### src/rtl/sram_mem_controller.sv
// Sequences 32-bit MEM-stage loads/stores onto a 16-bit asynchronous SRAM as two
// halfword phases of WAIT_CYCLES cycles each, stalling the pipeline via ready.
module sram_mem_controller #(
  parameter int WAIT_CYCLES = 5
) (
  input  logic        clk,
  input  logic        rst,
  input  logic        wrEn,
  input  logic        rdEn,
  input  logic [31:0] address,
  input  logic [31:0] writeData,
  output logic [31:0] readData,
  output logic        ready,
  output logic [17:0] sramAddr,
  output logic [15:0] sramDataOut,
  output logic        sramDataOe,
  output logic        sramWeN,
  input  logic [15:0] sramDataIn
);

  typedef enum logic [2:0] {IDLE, WR_LO, WR_HI, RD_LO, RD_HI, DONE} state_t;

  localparam logic [3:0] LAST = 4'(WAIT_CYCLES - 1);

  state_t      state;
  logic [3:0]  cnt;
  logic [16:0] idx;
  logic [16:0] idx_q;
  logic [15:0] wdata_hi_q;
  logic        req;
  logic        last;

  assign req   = wrEn | rdEn;
  assign idx   = 17'((address - 32'd1024) >> 2);
  assign last  = (cnt == LAST);
  assign ready = ~req | (state == DONE);

  // Request capture: only the high-phase values are needed after the IDLE cycle
  always_ff @(posedge clk) begin
    if (state == IDLE && req) begin
      idx_q      <= idx;
      wdata_hi_q <= writeData[31:16];
    end
  end

  // Phase sequencer with registered SRAM strobes
  always_ff @(posedge clk or posedge rst) begin
    if (rst) begin
      state       <= IDLE;
      cnt         <= '0;
      readData    <= '0;
      sramAddr    <= '0;
      sramDataOut <= '0;
      sramDataOe  <= 1'b0;
      sramWeN     <= 1'b1;
    end else begin
      case (state)
        IDLE: begin
          if (req) begin
            cnt      <= '0;
            sramAddr <= {idx, 1'b0};
            if (wrEn) begin
              state       <= WR_LO;
              sramDataOut <= writeData[15:0];
              sramDataOe  <= 1'b1;
              sramWeN     <= 1'b0;
            end else begin
              state <= RD_LO;
            end
          end
        end
        WR_LO: begin
          if (last) begin
            cnt         <= '0;
            state       <= WR_HI;
            sramAddr    <= {idx_q, 1'b1};
            sramDataOut <= wdata_hi_q;
          end else begin
            cnt <= cnt + 4'd1;
          end
        end
        WR_HI: begin
          if (last) begin
            cnt        <= '0;
            state      <= DONE;
            sramDataOe <= 1'b0;
            sramWeN    <= 1'b1;
          end else begin
            cnt <= cnt + 4'd1;
          end
        end
        RD_LO: begin
          if (last) begin
            cnt            <= '0;
            state          <= RD_HI;
            readData[15:0] <= sramDataIn;
            sramAddr       <= {idx_q, 1'b1};
          end else begin
            cnt <= cnt + 4'd1;
          end
        end
        RD_HI: begin
          if (last) begin
            cnt             <= '0;
            state           <= DONE;
            readData[31:16] <= sramDataIn;
          end else begin
            cnt <= cnt + 4'd1;
          end
        end
        DONE:    state <= IDLE;
        default: state <= IDLE;
      endcase
    end
  end

endmodule

### config.mk
export PLATFORM = sky130hd
export DESIGN_NAME = sram_mem_controller
export DESIGN_NICKNAME = d
export VERILOG_FILES = /design/src/rtl/sram_mem_controller.sv
export SDC_FILE = /design/constraint.sdc
export NUM_CORES = 1
export LEC_CHECK = 0
export CAP_MARGIN = 20
export CORE_ASPECT_RATIO = 1.2
export CORE_UTILIZATION = 49
export DETAILED_ROUTE_END_ITERATION = 7
export GPL_TIMING_DRIVEN = 0
export PLACE_DENSITY_LB_ADDON = 0.1
export SYNTH_ARGS = -nofsm -noshare
export SYNTH_HDL_FRONTEND = slang
export SYNTH_SLANG_ARGS = --single-unit
### constraint.sdc
create_clock -name clk -period 9.42 [get_ports clk]
set_input_delay 1.884 -clock clk [delete_from_list [all_inputs] [get_ports clk]]
set_output_delay 1.884 -clock clk [all_outputs]
set_load 0.02 [all_outputs]
# Word level (Yosys, flattened, before mapping)

Cells that the tools add are included.

Register bits: 108
Input bits: 84
Output and inout port bits: 69
Word-level logic and storage cells: 68

Add/subtract/negate cells: 2
Equal/unequal tests: 13
Mux-type cells: 24
Bitwise logic cells: 3
Reduce and logical (&&, ||, !) cells: 16

Operators with widths:

| kind                   | count |
|---|---|
| $mux 16                | 3 |
| $mux 18                | 2 |
| $pmux 18 s2            | 1 |
| $pmux 16 s2            | 1 |
| $sub 19x11->19 const B | 1 |
| $mux 3                 | 4 |
| $pmux 3 s4             | 1 |
| $reduce_and 4->1       | 3 |
| $ne 2x2->1 const B     | 5 |
| $mux 4                 | 2 |
| $pmux 4 s2             | 1 |
| $reduce_bool 2->1      | 4 |
| $eq 3x2->1 const B     | 2 |
| $eq 3x3->1 const B     | 2 |
| $mux 1                 | 6 |
| $reduce_and 2->1       | 3 |
| $add 4x1->4 const B    | 1 |
| $eq 4x3->1 const B     | 1 |
| $ne 2x1->1 const B     | 2 |
| $pmux 1 s2             | 2 |
| $reduce_or 2->1        | 2 |
| $reduce_or 4->1        | 1 |
| $eq 3x1->1 const B     | 1 |
| $logic_not 3->1        | 1 |
| 5 further kinds        | 6 |

# Logic depth before layout (Yosys ltp)

Depth after elaboration: 4
Mapped depth: 7
Mapped depth without buffers: 6

# Worst setup path before layout

No wires, ideal clock.

Path type: input -> output
From: input wrEn
To: output ready
Arrival: 2,325 ps
Required time: 7,536 ps
Setup slack: 5,211 ps
Stages: 2
Path buffers: 0
Path through: nor2_1 > a31o_2

Longest elaborated chain between the ends: 3

Ends and longest elaborated chain:

| item               | line | RTL |
|---|---|---|
| start: declaration | 8    | `input logic wrEn,` |
| $or 1x1->1         | 33   | `assign req = wrEn \| rdEn;` |
| $not 1->1          | 36   | `assign ready = ~req \| (state == DONE);` |
| $or 1x1->1         | 36   |  |
| end: declaration   | 13   | `output logic ready,` |

No other way between the ends.

# Worst setup path after layout

Same ends and word-level chain as after synthesis.

==> results by group <==
Status
  • Status: completed

Timing
  • Final Cycle Share: 0.5806
  • Slew at the pin closest to its max-slew limit: 644.4 ps
  • RSZ-0062 raised after global routing: false
  • Final setup vio count: 0
  • Final hold violations: 0
  • Hold Slack: 494.4 ps
  • Max-slew violations: 0
  • Final Critical Period: 5469 ps
  • Setup TNS: 0 ps
  • Max_slew headroom: 0.5704
  • Peak Freq: 182.9 MHz
  • Clock skew: 13.74 ps

Clock tree
  • Post-CTS setup buffer count: 0
  • Cts hold-fix bufs: 0
  • CTS tree: built
  • CTS H-tree depth: 3
  • CTS Buf Count: 9
  • Clk pin slew, worst setup/hold paths: 90 ps
  • Clock sink total: 108
  • Post-CTS sizing: 0
  • Worst-skew pair later-pin latency: 360 ps
  • CTS max path bufs: 2
  • Clock root cell: clkbuf_8

GRT
  • All-Layer GR Usage: 0.2147
  • Pin count of the biggest net entering global routing: 55
  • GRT overflow: 0
  • Initial antenna violation count: 0
  • Global-route wire length before repair: 15.30 mm
  • Vias in the first global route: 3185

Placement
  • Port Buffers: 137
  • GP Congestion: 0.8050
  • HPWL after DPL: 7.054 mm

Yosys
  • Synth Net Count: 427
  • Post-Synthesis Cells: 340
  • Top_reg_cell synth: dfrtp_1
  • Unique masters post-synth: 38
  • FFs w/ async S/R, synth: 0.6944
  • Synth warn: 0
  • Post-synthesis sequential area ratio: 0.6419
  • Yosys reg bits: 108
  • Top cell type's share of synthesized area: 0.4143
  • Syn Std Cell Area: 0.004469 sq mm
  • Ranking of synthesized cells by area: dfrtp_1 41%, edfxtp_1 22%, mux2_2 7.8%
  • Syn avg cell area: 13.14 sq um
  • Post-synth EDFFs: 33
  • Cell taking the most area after synthesis: dfrtp_1

Cells and area
  • Core Util, Final: 0.7211
  • Commonest cells after routing, fill and taps aside: 137 x clkdlybuf4s50_1, 74 x dfrtp_1, 33 x edfxtp_1
  • P&R area growth vs syn: 40.43%
  • Layout cell share with drive strength beyond 1: 0.1354
  • Filler cells: 650
  • Antenna Cells: 0
  • Final nets: 577
  • Leading cell type in the layout, fill and taps excluded: clkdlybuf4s50_1

Worst setup path
  • Crit start category: primary input
  • Crit Path Category: in2out
  • CP most frequent cell: clkdlybuf4s50_1
  • Worst EP required: 7540 ps
  • Crit-path max cell delay: 590 ps
  • Cell Chain, Critical Path: clkdlybuf4s50_1 > nor2_1 > a31o_2 > clkdlybuf4s50_1
  • Delay-heaviest family, CP: buffers and inverters
  • Buffers & Inverters on Critical Path: 2
  • Crit path max fanout: 6
  • Worst EP arrival: 3580 ps
  • Crit end category: output port
  • Slowest cell on the critical path: clkdlybuf4s50_1

Die
  • Die width: 89.18 microns
  • Die area: 0.009508 sq mm
  • Vert. Die Dim: 106.6 microns
  • Site Rows: 37
  • Core Area: 0.008703 sq mm
  • Initial Utilization: 0.5135
  • Top-Level Pins: 153

Pwr
  • Sequential share of power: 0.374
  • Clock Power Share: 0.150
  • Cell Pwr Density: 326.9 mW/mm^2
  • P_sw: 0.7588 mW
  • Leak: 2.535 nW
  • Peak supply drop: 0.0001936 V
  • Comb power frac: 0.476
  • Net Sw Frac: 0.3698
  • Int Pwr: 1.293 mW

Routing
  • WL/cell: 15.75 microns
  • Vias: 3123
  • Initial drt markers: 153
  • 1st-pass router iterations: 4
  • Number of remaining DRC errors: 0
  • Post-Route WL: 9.637 mm
  • Routed Antenna Nets: 0
  • DR vias/cell: 5.103

Worst hold path
  • Hold Path Class: reg2reg

Job
  • Max cap viols: 0
## sequential cells by signal, indices dropped and copies added, names as in the netlist
| name | flops |
|---|---|
| cnt | 4 |
| readData | 32 |
| idx_q | 17 |
| sramDataOut | 16 |
| sramWeN | 1 |
| sramAddr | 18 |
| state | 3 |
| wdata_hi_q | 16 |
| sramDataOe | 1 |
## path summary, 6_finish.rpt
path,startpoint,endpoint,slack [ps],cells past startpoint
setup / recovery,wrEn,ready,3950,4
hold / removal,sramDataOut[13]$_DFFE_PP0P_,sramDataOut[13]$_DFFE_PP0P_,490,2
setup reg to reg,cnt[0]$_DFFE_PP0P_,readData[25]$_DFFE_PP0P_,7320,7
hold reg to reg,sramDataOut[13]$_DFFE_PP0P_,sramDataOut[13]$_DFFE_PP0P_,490,2
max in group asynchronous,rst,sramWeN$_DFFE_PP1P_,6990,3
min in group asynchronous,rst,sramDataOut[0]$_DFFE_PP0P_,1820,2
## power groups by stage
stage	logic, mW	clock network [mW]	registers (mW)
global route	1.06	0.329	0.786
detailed placement	0.987	0	0.776
CTS	0.988	0.315	0.768
finish	0.977	0.308	0.767
global placement	0.950	0	0.773
floorplan	0.412	0	0.927
## Yosys cell counts, drive strengths merged (2+ instances only)
library cell,n
nor3b,6
clkbuf,6
inv,12
o31ai,3
buf,12
nand4b,2
mux2i,27
o21ai,22
dfrtp,74
edfxtp,33
a21oi,17
mux2,32
a22o,3
o22ai,3
nand3,4
xor2,6
nand2b,2
a211oi,6
or3,2
nor2,29
ha,3
nor3,6
nand2,22
## metal layers
metal / up-vias / GRT usage / wire [microns]
li1: 1505 / - / -
met1: 1499 / 0.2570 / 3967
met2: 105 / 0.3751 / 4849
met3: 14 / 0.03926 / 593
met4: 0 / 0.08844 / 227
met5: - / 0 / 0
## metrics by stage
stage / cell area, sq um / setup WS, ps / power [mW] / instances
6_report: 6276 / 3951 / 2.052 / 612
3_3_place_gp: 5987 / 3988 / 1.723 / 594
2_1_floorplan: 4469 / 5211 / 1.339 / 340
5_1_grt: 6276 / 3906 / 2.180 / 612
3_5_place_dp: 6052 / 3951 / 1.763 / 596
4_1_cts: 6276 / 3949 / 2.071 / 612
## worst min-delay path, cell delays in order, from the launching register on
cell and delay (ps):
dfrtp_1 350, nand2_1 40, o21ai_0 70
## cells by family (layout without fill, tap and decap cells)
| family | after synthesis | after routing | share of synthesized area |
|---|---|---|---|
| AO/OA/AOI/OAI | 57 | 57 | 0.07783 |
| XOR/XNOR | 7 | 7 | 0.01372 |
| adder cells (fa/ha/maj) | 3 | 3 | 0.008400 |
| buffers and inverters | 30 | 185 | 0.03387 |
| flip-flops | 108 | 108 | 0.6419 |
| multiplexers | 59 | 59 | 0.1411 |
| AND/OR/NAND/NOR | 76 | 76 | 0.08315 |
## area by class of cell
type	count	area, sq um	area share
plain buffers	18	106.4	0.01695
flip-flops and latches	108	2869	0.4571
clock buffers	9	123.9	0.01974
clock inverters	7	100.1	0.01595
multi-input cells	202	1456	0.2321
inverters	12	47.55	0.007576
well taps	117	146.4	0.02333
repair buffers	139	1426	0.2273
(Power assumes the default switching activity.)
